`config.mk`:
```
export PLATFORM = sky130hd
export DESIGN_NAME = poly_mem_fill
export DESIGN_NICKNAME = d
export VERILOG_FILES = /design/src/rtl/poly_mem_fill.sv
export SDC_FILE = /design/constraint.sdc
export NUM_CORES = 1
export LEC_CHECK = 0
export BUFFER_PORTS_ARGS = -buffer_cell sky130_fd_sc_hd__buf_2
export CORE_AREA = 2 2 136 85
export CTS_CLUSTER_SIZE = 12
export DETAILED_ROUTE_END_ITERATION = 10
export DIE_AREA = 0 0 138 87
export SLEW_MARGIN = 20
export SYNTH_ARGS = -nofsm -noshare
export SYNTH_HDL_FRONTEND = slang
export SYNTH_HIERARCHICAL = 1
export SYNTH_SLANG_ARGS = --single-unit
```
`constraint.sdc`:
```
create_clock -name clk -period 3.1 [get_ports clk]
set_clock_uncertainty 0.15 [all_clocks]
set_input_delay 0.155 -clock clk [delete_from_list [all_inputs] [get_ports clk]]
set_output_delay 0.155 -clock clk [all_outputs]
set_load 0.01 [all_outputs]
```
`src/rtl/poly_mem_fill.sv`:
```
// poly_mem_fill: multi-lane fill engine for polynomial coefficient RAMs.
// On an accepted start it writes `length` coefficients, LANES banks per
// cycle, starting at row base_addr. Coefficient k lands in bank k%LANES at
// row (base_addr + k/LANES) mod 2^ADDR_W. Value is fill_val (mode 0) or
// (fill_val + k) mod 2^DATA_W (mode 1). A one-cycle write_done closes the op.
//
// Optional feature macro: POLY_FILL_VERIFY_EN
//   When defined, a readback pass (VRD/VCMP) follows the writes and any
//   mismatch sets the sticky verify_err. When undefined, mem_re and
//   verify_err are tied low and mem_dout is ignored.
//
// Ports:
//   clk, rst_n            clock, async active-low reset
//   start, abort          launch (IDLE only) / cancel (abort wins)
//   mode, base_addr,      operation setup, latched on accepted start
//   length, fill_val
//   mem_addr, mem_din,    bank interface: common row, lane j data at
//   mem_we, mem_re,       [j*DATA_W +: DATA_W], per-bank write enables,
//   mem_dout              read strobe and 1-cycle-latency read data
//   busy, write_done,     status: non-IDLE, completion pulse,
//   verify_err            sticky readback mismatch

// Per-lane value/enable generator: lane LANE_ID of the row whose first
// coefficient index is kbase.
module poly_fill_lane #(
  parameter int DATA_W  = 13,
  parameter int LEN_W   = 12,
  parameter int LANE_ID = 0
) (
  input  logic [LEN_W-1:0]  kbase,
  input  logic [LEN_W-1:0]  len,
  input  logic              mode,
  input  logic [DATA_W-1:0] fill_val,
  output logic              en,
  output logic [DATA_W-1:0] val
);
  logic [LEN_W-1:0] k;
  assign k   = kbase + LEN_W'(LANE_ID);
  assign en  = k < len;
  // Ramp wraps at 2^DATA_W; no reduction to q.
  assign val = mode ? fill_val + DATA_W'(k) : fill_val;
endmodule

module poly_mem_fill #(
  parameter int DATA_W  = 13,
  parameter int ADDR_W  = 11,
  parameter int LANES   = 1,
  parameter int LANE_LG = 0
) (
  input  logic                          clk,
  input  logic                          rst_n,
  input  logic                          start,
  input  logic                          abort,
  input  logic                          mode,
  input  logic [ADDR_W-1:0]             base_addr,
  input  logic [ADDR_W+LANE_LG:0]       length,
  input  logic [DATA_W-1:0]             fill_val,
  output logic [ADDR_W-1:0]             mem_addr,
  output logic [LANES*DATA_W-1:0]       mem_din,
  output logic [LANES-1:0]              mem_we,
  output logic                          mem_re,
  input  logic [LANES*DATA_W-1:0]       mem_dout,
  output logic                          busy,
  output logic                          write_done,
  output logic                          verify_err
);
  localparam int LEN_W = ADDR_W + LANE_LG + 1;
  localparam int CNT_W = ADDR_W + 1;

  typedef enum logic [2:0] {IDLE, WRITE, VRD, VCMP, DONE} state_t;
  state_t state, state_nxt;

  logic [ADDR_W-1:0] base_q;
  logic [LEN_W-1:0]  len_q;
  logic [DATA_W-1:0] val_q;
  logic              mode_q;
  logic [CNT_W-1:0]  cnt;      // row index within the current pass

  logic              accept;
  logic [LEN_W:0]    rows;
  logic              last_row;
  logic [LEN_W-1:0]  kbase;

  logic [LANES-1:0]             wr_en;
  logic [LANES-1:0][DATA_W-1:0] wr_val;

  assign accept   = (state == IDLE) & start & ~abort;
  assign rows     = ({1'b0, len_q} + (LEN_W+1)'(LANES-1)) >> LANE_LG;
  assign last_row = ((LEN_W+1)'(cnt) + (LEN_W+1)'(1)) == rows;
  assign kbase    = LEN_W'(cnt) << LANE_LG;

  for (genvar j = 0; j < LANES; j++) begin : g_wr
    poly_fill_lane #(.DATA_W(DATA_W), .LEN_W(LEN_W), .LANE_ID(j)) u_lane (
      .kbase(kbase), .len(len_q), .mode(mode_q), .fill_val(val_q),
      .en(wr_en[j]), .val(wr_val[j])
    );
  end

  always_ff @(posedge clk or negedge rst_n) begin
    if (!rst_n) state <= IDLE;
    else        state <= state_nxt;
  end

  always_comb begin
    state_nxt  = state;
    busy       = (state != IDLE);
    mem_addr   = '0;
    mem_din    = '0;
    mem_we     = '0;
    mem_re     = 1'b0;
    write_done = 1'b0;
    case (state)
      IDLE: if (accept) state_nxt = (length == '0) ? DONE : WRITE;
      WRITE: begin
        mem_addr = base_q + cnt[ADDR_W-1:0];
        mem_din  = wr_val;
        // abort kills the row in flight so it never reaches the RAM
        mem_we   = wr_en & {LANES{~abort}};
`ifdef POLY_FILL_VERIFY_EN
        if (last_row) state_nxt = VRD;
`else
        if (last_row) state_nxt = DONE;
`endif
      end
      VRD: begin
        mem_addr = base_q + cnt[ADDR_W-1:0];
`ifdef POLY_FILL_VERIFY_EN
        mem_re   = ~abort;
`endif
        if (last_row) state_nxt = VCMP;
      end
      VCMP: state_nxt = DONE;
      DONE: begin
        write_done = ~abort;
        state_nxt  = IDLE;
      end
      default: state_nxt = IDLE;
    endcase
    if (abort) state_nxt = IDLE;
  end

  always_ff @(posedge clk or negedge rst_n) begin
    if (!rst_n) begin
      base_q <= '0;
      len_q  <= '0;
      val_q  <= '0;
      mode_q <= 1'b0;
      cnt    <= '0;
    end else if (accept) begin
      base_q <= base_addr;
      len_q  <= length;
      val_q  <= fill_val;
      mode_q <= mode;
      cnt    <= '0;
    end else if (state == WRITE || state == VRD) begin
      cnt <= last_row ? '0 : cnt + CNT_W'(1);
    end
  end

`ifdef POLY_FILL_VERIFY_EN
  // vld_pipe[0]: read issued this cycle; vld_pipe[1]: its data is on mem_dout
  logic [1:0]                   vld_pipe;
  logic [LEN_W-1:0]             rd_kbase;
  logic [LANES-1:0]             rd_en, mis;
  logic [LANES-1:0][DATA_W-1:0] rd_val;
  logic [LANES-1:0][DATA_W-1:0] dout_l;
  logic                         err_q;

  assign vld_pipe[0] = mem_re;
  assign dout_l      = mem_dout;

  for (genvar j = 0; j < LANES; j++) begin : g_rd
    poly_fill_lane #(.DATA_W(DATA_W), .LEN_W(LEN_W), .LANE_ID(j)) u_lane (
      .kbase(rd_kbase), .len(len_q), .mode(mode_q), .fill_val(val_q),
      .en(rd_en[j]), .val(rd_val[j])
    );
    assign mis[j] = rd_en[j] & (dout_l[j] != rd_val[j]);
  end

  always_ff @(posedge clk or negedge rst_n) begin
    if (!rst_n) begin
      vld_pipe[1] <= 1'b0;
      rd_kbase    <= '0;
      err_q       <= 1'b0;
    end else begin
      vld_pipe[1] <= vld_pipe[0];
      rd_kbase    <= kbase;
      if (accept)                   err_q <= 1'b0;
      else if (vld_pipe[1] && |mis) err_q <= 1'b1;
    end
  end
  assign verify_err = err_q;
`else
  logic unused_dout;
  assign unused_dout = ^mem_dout;
  assign verify_err  = 1'b0;
`endif
endmodule

```
# Word-level counts from Yosys, hierarchy flattened

Index checks and enable logic that the tools add are counted.

Equal/unequal tests: 8
$lt $le $gt $ge: 1
Bitwise operators: 4
Mux-type cells: 14
Add/sub/neg operators: 4
Reductions and logical operators: 7

Operators with widths:

| operator                | count |
|---|---|
| $mux W12                | 3 |
| $mux W13                | 2 |
| $mux W3                 | 5 |
| $add A12 B1 Y13 const B | 1 |
| $add A13 B12 Y13        | 1 |
| $eq A13 B12 Y1          | 1 |
| $add A12 B1 Y12 const B | 1 |
| $logic_not A12 Y1       | 1 |
| $lt A12 B12 Y1          | 1 |
| $pmux W3 S4             | 1 |
| $add A11 B11 Y11        | 1 |
| $mux W11                | 1 |
| $ne A3 B3 Y1 const B    | 3 |
| $eq A3 B2 Y1 const B    | 2 |
| $and A1 B1 Y1           | 3 |
| $eq A3 B1 Y1 const B    | 1 |
| $eq A3 B3 Y1 const B    | 1 |
| $logic_not A3 Y1        | 1 |
| $reduce_and A3 Y1       | 1 |
| $reduce_bool A3 Y1      | 1 |
| $mux W1                 | 2 |
| $reduce_bool A2 Y1      | 1 |
| $reduce_or A2 Y1        | 1 |
| $logic_or A1 B1 Y1      | 1 |
| $not A1 Y1              | 1 |

Bits in registers: 52
Output and inout port bits: 29
Logic and storage cells: 44
Input bits: 54

# Logic depth before layout (Yosys ltp)

Depth in word-level cells: 6
Mapped depth: 10
Gate-level depth less buffers: 10

# Modules after synthesis

Netlist, hierarchy kept.

Modules (own cells, without submodules):

| module         | cells each | area an instance (µm²) | times used | seq. area each (µm²) |
|---|---|---|---|---|
| poly_mem_fill  | 401        | 3229.3                 | 1          | 1301.2 |
| poly_fill_lane | 123        | 954.7                  | 1          | 0.0 |

# Worst setup path after synthesis

Ideal clock, no wire load.

Path type: register -> register
Start: reg cnt[1]
End: reg cnt[1]
Library setup time: 0.122 ns
Path slack: 0.133 ns
Clock period less this slack: 2.967 ns
Required time: 2.828 ns
Arrival time: 2.695 ns
Buffers on the path: 0
Stages on the path, launching flop included: 9
Cell sequence: dfrtp_1 -> ha_1 -> nand3_1 -> nor4_1 -> nor3_1 -> or4b_1 -> a2111o_1 -> or2_1 -> a32o_1

Word-level cells in the longest chain between the ends: 5
Elaborated cells between the ends (all ways): 6
Those cells by class: add/sub: 2; eq/ne: 1; mux: 3

RTL lines:

| item                     | line | RTL |
|---|---|---|
| start: declaration       | 77   | `logic [CNT_W-1:0] cnt;` |
| start signal: assignment | 156  | `cnt <= last_row ? '0 : cnt + CNT_W'(1);` |
| $add A12 B1 Y13          | 89   | `assign last_row = ((LEN_W+1)'(cnt) + (LEN_W+1)'(1)) == rows;` |
| $eq A13 B12 Y1           | 89   |  |
| $mux W12 (*)             | 156  |  |
| $mux W12 (*)             | 155  | `end else if (state == WRITE \|\| state == VRD) begin` |
| $mux W12 (*)             | 149  | `end else if (accept) begin` |

Every way passes the cells marked *; elsewhere a longest branch is shown, timed or not. The select of a mux whose other input is x is not followed.
A chain may end at the register's enable or synchronous reset.

==> results by group <==
Clock network
  • Clock sink count: 52
  • CTS tree: yes
  • Root Driver: clkbuf_16
  • H-tree depth: 2
  • Clk_lat worst skew: approximately 0.30 ns
  • TritonCTS Buffers: 5
  • CTS Buffer Depth: 2
  • CTS clk-pin slew, worst paths: 0.07 ns

Critical path
  • Worst Setup End Kind: output port
  • Reg2reg setup slack: between 0.1 and 0.15 ns
  • Slowest cell on the critical path: dfrtp_1
  • Buf/Inv on CP: 2
  • CP Cell Sequence: buf_6 -> ha_4 -> fa_2 -> a21o_1 -> a211oi_4 -> o21ai_0 -> xor2_1 -> mux2_2 -> and2_1 -> buf_2
  • RR Endpoint: cnt[1]$_DFFE_PN0P_
  • Cell family with most CP delay: compound AO/OA/AOI/OAI gates
  • Critical path's largest stage delay: 0.39 ns
  • Max FO, Critical Path: 3
  • CP endpoint: mem_din[8]
  • Startpoint types: flop
  • Setup CP Type: flop to output port
  • FF-to-FF path depth: 9
  • CP arrival: 2.67 ns
  • Critical Path Start: cnt[0]$_DFFE_PN0P_
  • Worst EP required: 2.79 ns
  • CP Depth: 10
  • Crit Reg-Reg Startpoint: cnt[0]$_DFFE_PN0P_

Die
  • Die height: 87 µm
  • Core Area: 10900 µm²
  • Die ar.: 12000 µm²
  • Die Wd: 138 µm
  • # rows: 30
  • Initial Util: 38.4%
  • Top Ports: between 80 and 90

Timing
  • FMAX: 336 MHz
  • Final setup viols: 0
  • Relative slew slack: 39.4%
  • Slew @ Worst Pin: 0.905 ns
  • Final worst path period share: ~96%
  • RSZ-0062 raised after global routing: false
  • Slew Viols, Final: 0
  • Post-route setup TNS: 0 ns
  • Post-route minimum period: 2.98 ns
  • Endpoints failing hold: 0

Layout
  • Share of post-route cells with drive strength above 1: 21.3%
  • Total inserted antenna cells: 0
  • Design Area, Final: 5440 µm²
  • P&R area growth vs syn: 30.0%
  • Fin nets: approximately 730

Logic synthesis
  • Synth Flop Type: dfrtp_1
  • Post-synth top cells: 124 x nand2_1, 52 x dfrtp_1, 34 x ha_1, 30 x nor2_1, 24 x o21ai_0
  • Area fraction of the dominant cell type after synthesis: 31.1%
  • Synthesized instance count: 524
  • Most frequent cell after synthesis: nand2_1
  • Yosys warns: 6
  • Seq/Total Area, Yosys: between 30% and 40%
  • Netlist cell types: 58
  • Ranking of synthesized cells by area: dfrtp_1 31%, nand2_1 11%, ha_1 10%
  • Synth area leader: dfrtp_1
  • Synth Register Bits: 52
  • Mapped Area: roughly 4200 µm²
  • Async SR Flop Fraction: 100%
  • Number of enable flip-flop cells after synthesis: 0
  • Synth Area per Inst: 7.98 µm²

Job
  • Max-cap violation count: 0

Place
  • Gpl congestion: 0.914
  • PortBufs: 67
  • Dpl hpwl: 9410 µm
  • Placed inst area: about 4800 µm²

Hold path
  • Worst Hold Class: primary input to flop
  • Hold Crit Depth: 4

Power and ir drop
  • Worst-case vdd ir drop: 0.000258 V
  • Leakage: approximately 2.7 nW
  • Pwr dens: 486 nW/µm²

Global route
  • Vias in the first global route: 4071
  • Largest net degree at the start of global routing: 29
  • Tot GR Track Use: a little over a fifth
  • First-pass GRT wire length: 20800 µm
  • Grt total ovfl: 0
  • Initial antenna violation count: 0

Drt
  • Post-Route WL: 12700 µm
  • DRC viols: 0
  • Via count: 4209
  • Number of DRC markers in iteration 0: 278
  • Wirelength per Cell: approximately 16 µm
  • Post-route ant nets: 0
  • Via density: 5.35
  • TritonRoute pass-1 iters: 4

Run status
  • Status: completed
-- kinds of logic after synthesis --
kind of cell,Yosys count,synth area share [%]
compound gates,99,15.7
xor+xnor,28,5.86
fa+ha+maj,36,11.1
buf+inv,48,4.75
flops,52,31.1
mux,11,2.93
other cells,1,0.0896
simple gates,249,28.5
-- area by class of cell --
| cell class | count | area, µm² |
|---|---|---|
| clock buffer | 6 | 129 |
| clock inverter | 2 | 38.8 |
| fill | 1080 | 5450 |
| inverter | 23 | 86.3 |
| multi-input combinational | 425 | 2760 |
| sequential | 52 | 1310 |
| tap | 144 | 180 |
| timing repair buffer | 134 | 943 |
-- sequential cells by signal, indices dropped and copies added, names as in the netlist --
signal	flops
cnt	12
mode_q	1
len_q	12
base_q	11
state	3
val_q	13
-- cells in the final DEF, fill, tap and decap left out, drive strengths merged, types with 3 or more instances in the layout --
cell	count
o21a	5
dfrtp	52
nand3	15
buf	95
nor2	30
mux2	10
clkbuf	6
inv	24
nand4	10
xor2	10
or3	3
o31ai	4
dlygate4sd3	39
xnor2	18
nand2b	4
nor4	8
a21oi	22
a31oi	7
and3	6
o21ai	24
ha	34
and2	16
nand2	124
a211oi	6
nor3	13
a21o	13
nor2b	7
nand3b	3
-- report_power, final --
part / internal [mW] / switching (mW)
clock network: 0.386 / 0.277
registers: 0.794 / 0.134
logic: 0.493 / 0.557
-- metal layers --
metal	vias to the layer above	wire (µm)	track usage, %	share of wire, %
met4	0	59	3.71	0.47
met2	132	5520	33.9	44
met5	-	0	0	0
met1	2017	6430	31.0	51
met3	6	669	3.96	5.3
li1	2054	-	-	-
-- worst reg2reg max path: cells and delay by family, from the launching register on --
kind,cells,cell delay [ns]
AND/OR/NAND/NOR,5,1.30
AO/OA/AOI/OAI,2,0.70
flip-flops,1,0.36
adder cells (fa/ha/maj),1,0.25
buffers and inverters,1,0.12
-- through the flow --
step / power, mW / cells / utilization (%) / setup slack [ns] / hold WS [ns]
3_3_place_gp: 1.86 / 733 / 43.7 / 0.226 / 0.0371
4_1_cts: 2.62 / 783 / 49.3 / 0.0137 / 0.172
3_5_place_dp: 1.89 / 733 / 43.7 / 0.151 / 0.0395
6_report: 2.64 / 786 / 50.0 / 0.123 / 0.175
5_1_grt: 2.83 / 786 / 50.0 / 0.0106 / 0.185
2_1_floorplan: 1.58 / 525 / - / 0.133 / -0.291
-- what timing repair did --
item                                    in CTS  in global routing
pin swaps                                    3                  9
setup buffers                                3                  3
endpoints found under the setup margin       3                 14
hold endpoints to repair                    62                  0
resized for setup                            5                 18
cloned                                       0                  0
hold buffers                                39                  0
-- worst min-delay path by stage --
stage	start	to	slack [ns]
after floorplan	rst_n	base_q[0]$_DFFE_PN0P_	-0.29
after global placement	rst_n	val_q[6]$_DFFE_PN0P_	0.04
after detailed placement	rst_n	val_q[6]$_DFFE_PN0P_	0.04
after CTS	start	state[2]$_DFFE_PN0P_	0.17
after global routing	start	state[2]$_DFFE_PN0P_	0.18
final	start	state[2]$_DFFE_PN0P_	0.18
(Power assumes the default switching activity.)
